--- src/rtl/sys_bus_pkg.sv ---
// sys_bus shared definitions: FSM state encoding and default region map.
// Used by sys_bus and sb_decoder.
package sys_bus_pkg;

  typedef enum logic [1:0] {
    S_IDLE = 2'd0,
    S_REQ  = 2'd1,
    S_WAIT = 2'd2,
    S_ERR  = 2'd3
  } sb_state_t;

  localparam logic [31:0] DEF_ROM_BASE = 32'h0000_0000;
  localparam logic [31:0] DEF_ROM_MASK = 32'hFFFF_0000;
  localparam logic [31:0] DEF_RAM_BASE = 32'h1000_0000;
  localparam logic [31:0] DEF_RAM_MASK = 32'hFFFF_0000;
  localparam int          DEF_TIMEOUT  = 16;

endpackage

--- src/rtl/sys_bus_decoder.sv ---
// sb_decoder: combinational region decode for sys_bus.
// ROM wins on overlap; ROM writes, misaligned or unmapped addresses error.
module sb_decoder
  import sys_bus_pkg::*;
#(
  parameter logic [31:0] ROM_BASE = DEF_ROM_BASE,
  parameter logic [31:0] ROM_MASK = DEF_ROM_MASK,
  parameter logic [31:0] RAM_BASE = DEF_RAM_BASE,
  parameter logic [31:0] RAM_MASK = DEF_RAM_MASK
) (
  input  logic [31:0] addr,
  input  logic        wr,
  output logic        sel_rom,
  output logic        sel_ram,
  output logic        dec_err
);

  logic w_rom_hit;
  logic w_ram_hit;
  logic w_misal;

  assign w_rom_hit = (addr & ROM_MASK) == ROM_BASE;
  assign w_ram_hit = !w_rom_hit && ((addr & RAM_MASK) == RAM_BASE);
  assign w_misal   = |addr[1:0];

  assign dec_err = w_misal
                 | (!w_rom_hit && !w_ram_hit)
                 | (w_rom_hit && wr);
  assign sel_rom = w_rom_hit && !dec_err;
  assign sel_ram = w_ram_hit && !dec_err;

endmodule

--- src/rtl/sys_bus.sv ---
// sys_bus: single-outstanding bridge from one master to ROM/RAM slaves.
// Optional WAIT timeout enabled by defining SB_TIMEOUT_EN.
module sys_bus
  import sys_bus_pkg::*;
#(
  parameter logic [31:0] ROM_BASE       = DEF_ROM_BASE,
  parameter logic [31:0] ROM_MASK       = DEF_ROM_MASK,
  parameter logic [31:0] RAM_BASE       = DEF_RAM_BASE,
  parameter logic [31:0] RAM_MASK       = DEF_RAM_MASK,
  parameter int          TIMEOUT_CYCLES = DEF_TIMEOUT
) (
  input  logic        clk,
  input  logic        rst,
  input  logic [31:0] cpu_sb_addr,
  input  logic        cpu_sb_req,
  input  logic        cpu_sb_wr,
  input  logic [31:0] cpu_sb_wdata,
  output logic        cpu_sb_gnt,
  output logic [31:0] cpu_sb_read_data,
  output logic        cpu_sb_read_valid,
  output logic        cpu_sb_err,
  output logic [31:0] sb_rom_addr,
  output logic        sb_rom_req,
  input  logic [31:0] sb_rom_read_data,
  input  logic        sb_rom_read_valid,
  output logic [31:0] sb_ram_addr,
  output logic        sb_ram_req,
  output logic        sb_ram_wr,
  output logic [31:0] sb_ram_wdata,
  input  logic [31:0] sb_ram_read_data,
  input  logic        sb_ram_read_valid
);

  sb_state_t   r_state;
  sb_state_t   w_next;
  logic [31:0] r_addr;
  logic [31:0] r_wdata;
  logic [31:0] r_rdata;
  logic        r_wr;
  logic        r_sel_rom;
  logic        r_sel_ram;
  logic        r_gnt;
  logic        r_rvalid;
  logic        w_sel_rom;
  logic        w_sel_ram;
  logic        w_dec_err;
  logic        w_accept;
  logic        w_resp;
  logic        w_tout;
  logic        w_slv_valid;
  logic [31:0] w_slv_data;

  sb_decoder #(
    .ROM_BASE (ROM_BASE),
    .ROM_MASK (ROM_MASK),
    .RAM_BASE (RAM_BASE),
    .RAM_MASK (RAM_MASK)
  ) u_dec (
    .addr    (cpu_sb_addr),
    .wr      (cpu_sb_wr),
    .sel_rom (w_sel_rom),
    .sel_ram (w_sel_ram),
    .dec_err (w_dec_err)
  );

  assign w_slv_valid = (r_sel_rom && sb_rom_read_valid)
                    || (r_sel_ram && sb_ram_read_valid);
  assign w_slv_data  = r_sel_rom ? sb_rom_read_data
                                 : sb_ram_read_data;

`ifdef SB_TIMEOUT_EN
  localparam int TW = $clog2(TIMEOUT_CYCLES + 1);
  localparam logic [TW-1:0] T_LAST = TW'(TIMEOUT_CYCLES - 1);
  logic [TW-1:0] r_tcnt;

  // Wait-cycle counter, restarted each time WAIT is entered
  always_ff @(posedge clk or negedge rst) begin
    if (!rst)                  r_tcnt <= '0;
    else if (r_state == S_REQ) r_tcnt <= '0;
    else if (r_state == S_WAIT) r_tcnt <= r_tcnt + 1'b1;
  end
`endif

  // Next-state decode and single-cycle event strobes
  always_comb begin
    w_next   = r_state;
    w_accept = 1'b0;
    w_resp   = 1'b0;
    w_tout   = 1'b0;
    unique case (r_state)
      S_IDLE: begin
        if (cpu_sb_req) begin
          w_accept = 1'b1;
          w_next   = w_dec_err ? S_ERR : S_REQ;
        end
      end
      S_REQ: w_next = S_WAIT;
      S_WAIT: begin
        if (w_slv_valid) begin
          w_resp = 1'b1;
          w_next = S_IDLE;
        end
`ifdef SB_TIMEOUT_EN
        else if (r_tcnt == T_LAST) begin
          w_tout = 1'b1;
          w_next = S_ERR;
        end
`endif
      end
      S_ERR:   w_next = S_IDLE;
      default: w_next = S_IDLE;
    endcase
  end

  // State, request latch and registered master response
  always_ff @(posedge clk or negedge rst) begin
    if (!rst) begin
      r_state   <= S_IDLE;
      r_addr    <= '0;
      r_wdata   <= '0;
      r_wr      <= 1'b0;
      r_sel_rom <= 1'b0;
      r_sel_ram <= 1'b0;
      r_gnt     <= 1'b0;
      r_rvalid  <= 1'b0;
      r_rdata   <= '0;
    end else begin
      r_state  <= w_next;
      r_gnt    <= w_accept;
      r_rvalid <= w_resp;
      if (w_accept) begin
        r_addr    <= cpu_sb_addr;
        r_wdata   <= cpu_sb_wdata;
        r_wr      <= cpu_sb_wr;
        r_sel_rom <= w_sel_rom;
        r_sel_ram <= w_sel_ram;
      end
      if (w_resp)
        r_rdata <= r_wr ? 32'h0 : w_slv_data;
      else if ((w_accept && w_dec_err) || w_tout)
        r_rdata <= 32'h0;
    end
  end

  assign cpu_sb_gnt        = r_gnt;
  assign cpu_sb_err        = (r_state == S_ERR);
  assign cpu_sb_read_valid = r_rvalid;
  assign cpu_sb_read_data  = r_rdata;

  assign sb_rom_req   = (r_state == S_REQ) && r_sel_rom;
  assign sb_ram_req   = (r_state == S_REQ) && r_sel_ram;
  assign sb_rom_addr  = r_sel_rom ? (r_addr & ~ROM_MASK) : 32'h0;
  assign sb_ram_addr  = r_sel_ram ? (r_addr & ~RAM_MASK) : 32'h0;
  assign sb_ram_wr    = r_sel_ram && r_wr;
  assign sb_ram_wdata = r_sel_ram ? r_wdata : 32'h0;

endmodule
--- config.mk ---
export PLATFORM = sky130hd
export DESIGN_NAME = sys_bus
export DESIGN_NICKNAME = d
export VERILOG_FILES = /design/src/rtl/sys_bus_pkg.sv /design/src/rtl/sys_bus_decoder.sv /design/src/rtl/sys_bus.sv
export SDC_FILE = /design/constraint.sdc
export NUM_CORES = 1
export LEC_CHECK = 0
export ABC_AREA = 1
export CAP_MARGIN = 10
export CORE_MARGIN = 1
export CORE_UTILIZATION = 25
export CTS_BUF_LIST = sky130_fd_sc_hd__clkbuf_8
export DETAILED_ROUTE_END_ITERATION = 7
export PLACE_DENSITY = 0.64
export SYNTH_ARGS = -nofsm -noshare
export SYNTH_HDL_FRONTEND = slang
export SYNTH_SLANG_ARGS = --single-unit
--- constraint.sdc ---
create_clock -name clk -period 3 [get_ports clk]
set_input_delay 0.6 -clock clk [delete_from_list [all_inputs] [get_ports clk]]
set_output_delay 0.6 -clock clk [all_outputs]
set_load 0.01 [all_outputs]
Word-level counts from Yosys, hierarchy flattened

Cells that the tools add are included.

Register bits: 87
Bits of input ports: 134
Output and inout port bits: 134
Logic and storage cells: 52

Eq/ne operators: 6
Mux-type cells: 15
Bitwise logic cells: 2
Reduce and logical (&&, ||, !) cells: 20

Operators with widths:

| kind                 | number |
|---|---|
| $mux 32              | 5 |
| $logic_not 32->1     | 1 |
| $mux 16              | 2 |
| $eq 16x13->1 const B | 1 |
| $logic_and 1x1->1    | 11 |
| $pmux 2 s4           | 1 |
| $mux 2               | 3 |
| $eq 2x2->1 const B   | 2 |
| $mux 1               | 4 |
| $ne 2x2->1 const B   | 2 |
| $logic_not 1->1      | 3 |
| $eq 2x1->1 const B   | 1 |
| $logic_not 2->1      | 1 |
| $or 1x1->1           | 2 |
| $reduce_and 2->1     | 1 |
| $reduce_bool 2->1    | 1 |
| $reduce_or 2->1      | 1 |
| $logic_or 1x1->1     | 1 |

Logic depth before layout (Yosys ltp)

Depth in word-level cells: 10
Gate-level depth with buffers: 11
Depth with buffers taken out: 10

By module

From an unflattened synthesis, not the netlist that was laid out.

Cells, all modules: 775
Area, all modules: 4989.8 µm²

By module, submodules not included:

| module     | times used | cells an instance | area an instance (µm²) | sequential area each (µm²) |
|---|---|---|---|---|
| sys_bus    | 1          | 749               | 4883.4                 | 2177.1 |
| sb_decoder | 1          | 26                | 106.4                  | 0.0 |

Worst setup path after synthesis

Ideal clock, no wire load.

Path type: register to output
From: reg r_sel_rom
To: out sb_rom_addr[0]
Arrival: 1.097 ns
Required time: 2.400 ns
Path slack: 1.303 ns
Cell stages (with the launch flop): 5
Buffers on the path: 2
Path through: dfrtp_1 -> clkbuf_1 -> clkbuf_1 -> nand2_1 -> inv_1

Cells in the longest elaborated chain, start to end: 1

RTL lines:

| item                     | line           | source |
|---|---|---|
| start: declaration       | sys_bus.sv:40  | `logic r_sel_rom;` |
| start signal: assignment | sys_bus.sv:135 | `r_sel_rom <= w_sel_rom;` |
| $mux 16                  | sys_bus.sv:152 | `assign sb_rom_addr = r_sel_rom ? (r_addr & ~ROM_MASK) : 32'h0;` |
| end: declaration         | sys_bus.sv:22  | `output logic [31:0] sb_rom_addr,` |

No other way between the ends.

Worst setup path after layout

From: reg r_sel_rom
To: out sb_rom_req

Cells in the longest elaborated chain, start to end: 1

RTL lines:

| item              | line           | source |
|---|---|---|
| $logic_and 1x1->1 | sys_bus.sv:150 | `assign sb_rom_req = (r_state == S_REQ) && r_sel_rom;` |
| end: declaration  | sys_bus.sv:23  | `output logic sb_rom_req,` |

No other way between the ends.

==> flow_summary_export.csv <==
group,metric,value,unit
finish,drive_above_1_share,0.0938,
floorplan,ios,268,
timing,rsz0062_at_grt,"false",
floorplan,core.rowCount,49,
timing,tns,0,ns
clock_network,cts_resized,0,
floorplan,start_util,0.257,
global_routing,grt_max_degree,51,
finish,postLayoutCellArea,7370,µm²
logic_synthesis,synthMuxAreaShare,0,
critical_path,required,2.40,ns
logic_synthesis,netlist_instances,607,
finish,syn_to_final_growth,58.7,%
logic_synthesis,synth.avg_cell_area,7.65,µm²
logic_synthesis,synth_top_family_by_area,"simple AND/OR/NAND/NOR gates",
routing,highest_layer,"met4",
timing,clock_skew,0.0117,ns
hold_path,min_path_type,"in2async",
power,power_leakage,3.81,nW
clock_network,root_buffer,"clkbuf_8",
routing,drc,44,
routing,drt_iter0_drc,159,
logic_synthesis,synth_adder_area_share,0,
timing,hold_viol_final,0,
clock_network,numClockSinks,87,
global_routing,overflow,0,
routing,avgViaCountPerCell,4.13,
run,cap_violations,0,
clock_network,clock_path_buffers,2,
critical_path,path_buf_inv,2,
power,netSwitchingPower,0.00142,W
critical_path,critPathMaxStageDelay,0.76,ns
clock_network,cts-buffers-inserted,9,
critical_path,startpoint,"r_sel_rom",
critical_path,critPathCaptureType,"output pin",
logic_synthesis,synth-compound-area-share,0.0566,
critical_path,critPathKind,"reg2out",
routing,wire_per_inst,13.4,µm
power,p_per_area,611,nW/µm²
critical_path,cp_max_fo,26,
power,ir_drop,0.264,mV
routing,drt-total-wl,14.3,mm
logic_synthesis,synth-xor-area-share,0,
run_status,outcome,"finished with violations",
timing,final_max_slew_viol_count,0,
power,combPwrFrac,0.311,
power,power.share.clock,0.248,
run_status,violations,"design-rule violations",
critical_path,r2r-start,"r_sel_rom",
routing,wl_met2,6.74,mm
logic_synthesis,ys_warn_count,0,
timing,fmax,394,MHz
global_routing,grt_antenna_before_repair,0,
power,total_power,0.00451,W
logic_synthesis,synth-seq-cells,87,
place,io_buffers,235,
routing,wl_met1,5.81,mm
timing,min_period,2.54,ns
critical_path,critical_path_arrival,1.94,ns
floorplan,fp.dieArea,19100,µm²
critical_path,path_cells,"inv_1 > nor2_1 > clkdlybuf4s50_1",
finish,final_common_cell,"nand2_1",
clock_network,h-tree-depth,3,
finish,nNetsFinal,961,
power,seq_power_share,0.441,
logic_synthesis,ys_seq_area_frac,0.469,
place,gp_congestion,0.727,
place,dpl_cell_area,7090,µm²
timing,worst_pin_slew,0.595,ns
logic_synthesis,synth-simple-area-share,0.326,
clock_network,cts-hold-fix-buffers,0,
timing,post-route-period-util,0.845,
routing,vias,4378,
power,intPower,0.00308,W
routing,route.met3.wl,1.48,mm
timing,worst_hold_slack,0.242,ns
global_routing,grt_pass1_vias,4164,
clock_network,clock_latency,0.36,ns
logic_synthesis,synth_cell_type_count,22,
global_routing,track_usage,0.151,
floorplan,die_w,138,µm
routing,ant_nets,0,
finish,num_antenna_cells,0,
critical_path,slowest_stage,"dfrtp_2",
power,p_sw_frac,0.316,
floorplan,core_area,18100,µm²
finish,final_cell_mix,"nand2_1, clkdlybuf4s50_1, dfrtp_1",
global_routing,grt_pass1_wl,22.6,mm
critical_path,path_delay_family,"flip-flops",
floorplan,fp.dieH,138,µm
clock_network,cts_setup_buffers,0,
timing,slew_headroom,0.604,
place,hpwlAfterDp,10.3,mm
routing,first_pass_iters,7,
timing,setup_viol,0,
clock_network,cts_tree,"done",
logic_synthesis,synth_area,4640,µm²
clock_network,path_clk_slew,0.09,ns
finish,nFillCells,1862,
critical_path,start_kind,"register",
==> final timing paths <==
| path | slack, ns | depth (start not counted) | end |
|---|---|---|---|
| max | 0.46 | 3 | sb_rom_req |
| min | 0.24 | 1 | cpu_sb_read_data[23] |
| max reg2reg | 1.04 | 6 | cpu_sb_read_data[0] |
| min reg2reg | 0.48 | 2 | r_wdata[16] |
| max in group asynchronous | 2.11 | 2 | r_wdata[7] |
| min in group clk | 0.48 | 2 | r_wdata[16] |
==> per-stage QoR <==
stage | util | cells | worst slack (ns)
final | 0.407 | 1061 | 0.464
after global routing | 0.407 | 1061 | 0.321
after CTS | 0.407 | 1061 | 0.393
after detailed placement | 0.392 | 1045 | 0.656
after global placement | 0.392 | 1045 | 0.731
after floorplan | - | 638 | 1.30
==> state kept, by name (all words and copies together) (netlist names) <==
| signal | count |
|---|---|
| cpu_sb_read_data | 32 |
| r_wdata | 32 |
| r_addr | 16 |
| r_state | 2 |
| cpu_sb_gnt | 1 |
| cpu_sb_read_valid | 1 |
| r_sel_ram | 1 |
| r_sel_rom | 1 |
| r_wr | 1 |
==> layer usage <==
metal	global-route usage	vias up
met4	0.0520	0
met1	0.174	1978
li1	-	2209
met2	0.255	176
met5	0	-
met3	0.0592	15
==> power by group through the flow <==
stage | clock network, W | logic [W] | registers, W
2_1_floorplan | 0 | 0.000665 | 0.00203
3_3_place_gp | 0 | 0.00139 | 0.00201
3_5_place_dp | 0 | 0.00144 | 0.00200
4_1_cts | 0.00117 | 0.00143 | 0.00199
5_1_grt | 0.00120 | 0.00156 | 0.00207
6_report | 0.00112 | 0.00140 | 0.00199
==> Yosys cell counts, drive strengths merged <==
cell,instances,area (µm²)
dfrtp,87,2180
nand2,257,972
o22ai,2,12.5
a22o,1,10.0
o211ai,32,240
inv,74,278
buf,47,340
or2,32,200
nand3,38,258
nand3b,1,7.51
clkbuf,18,67.6
conb,1,3.75
nor2,17,76.3
==> cell families after synthesis <==
group,after synthesis
AO/OA/AOI/OAI,35
buffers and inverters,139
flip-flops,87
other,1
AND/OR/NAND/NOR,345
==> area by class of cell <==
| class | instances | area (µm²) | area share |
|---|---|---|---|
| clock buffers | 11 | 151 | 0.0205 |
| clock inverters | 5 | 128 | 0.0173 |
| inverters | 74 | 278 | 0.0377 |
| multi-input cells | 412 | 1900 | 0.258 |
| flip-flops and latches | 87 | 2180 | 0.296 |
| well taps | 229 | 287 | 0.0389 |
| repair buffers | 243 | 2450 | 0.332 |
Power figures use the tool's default switching activity.
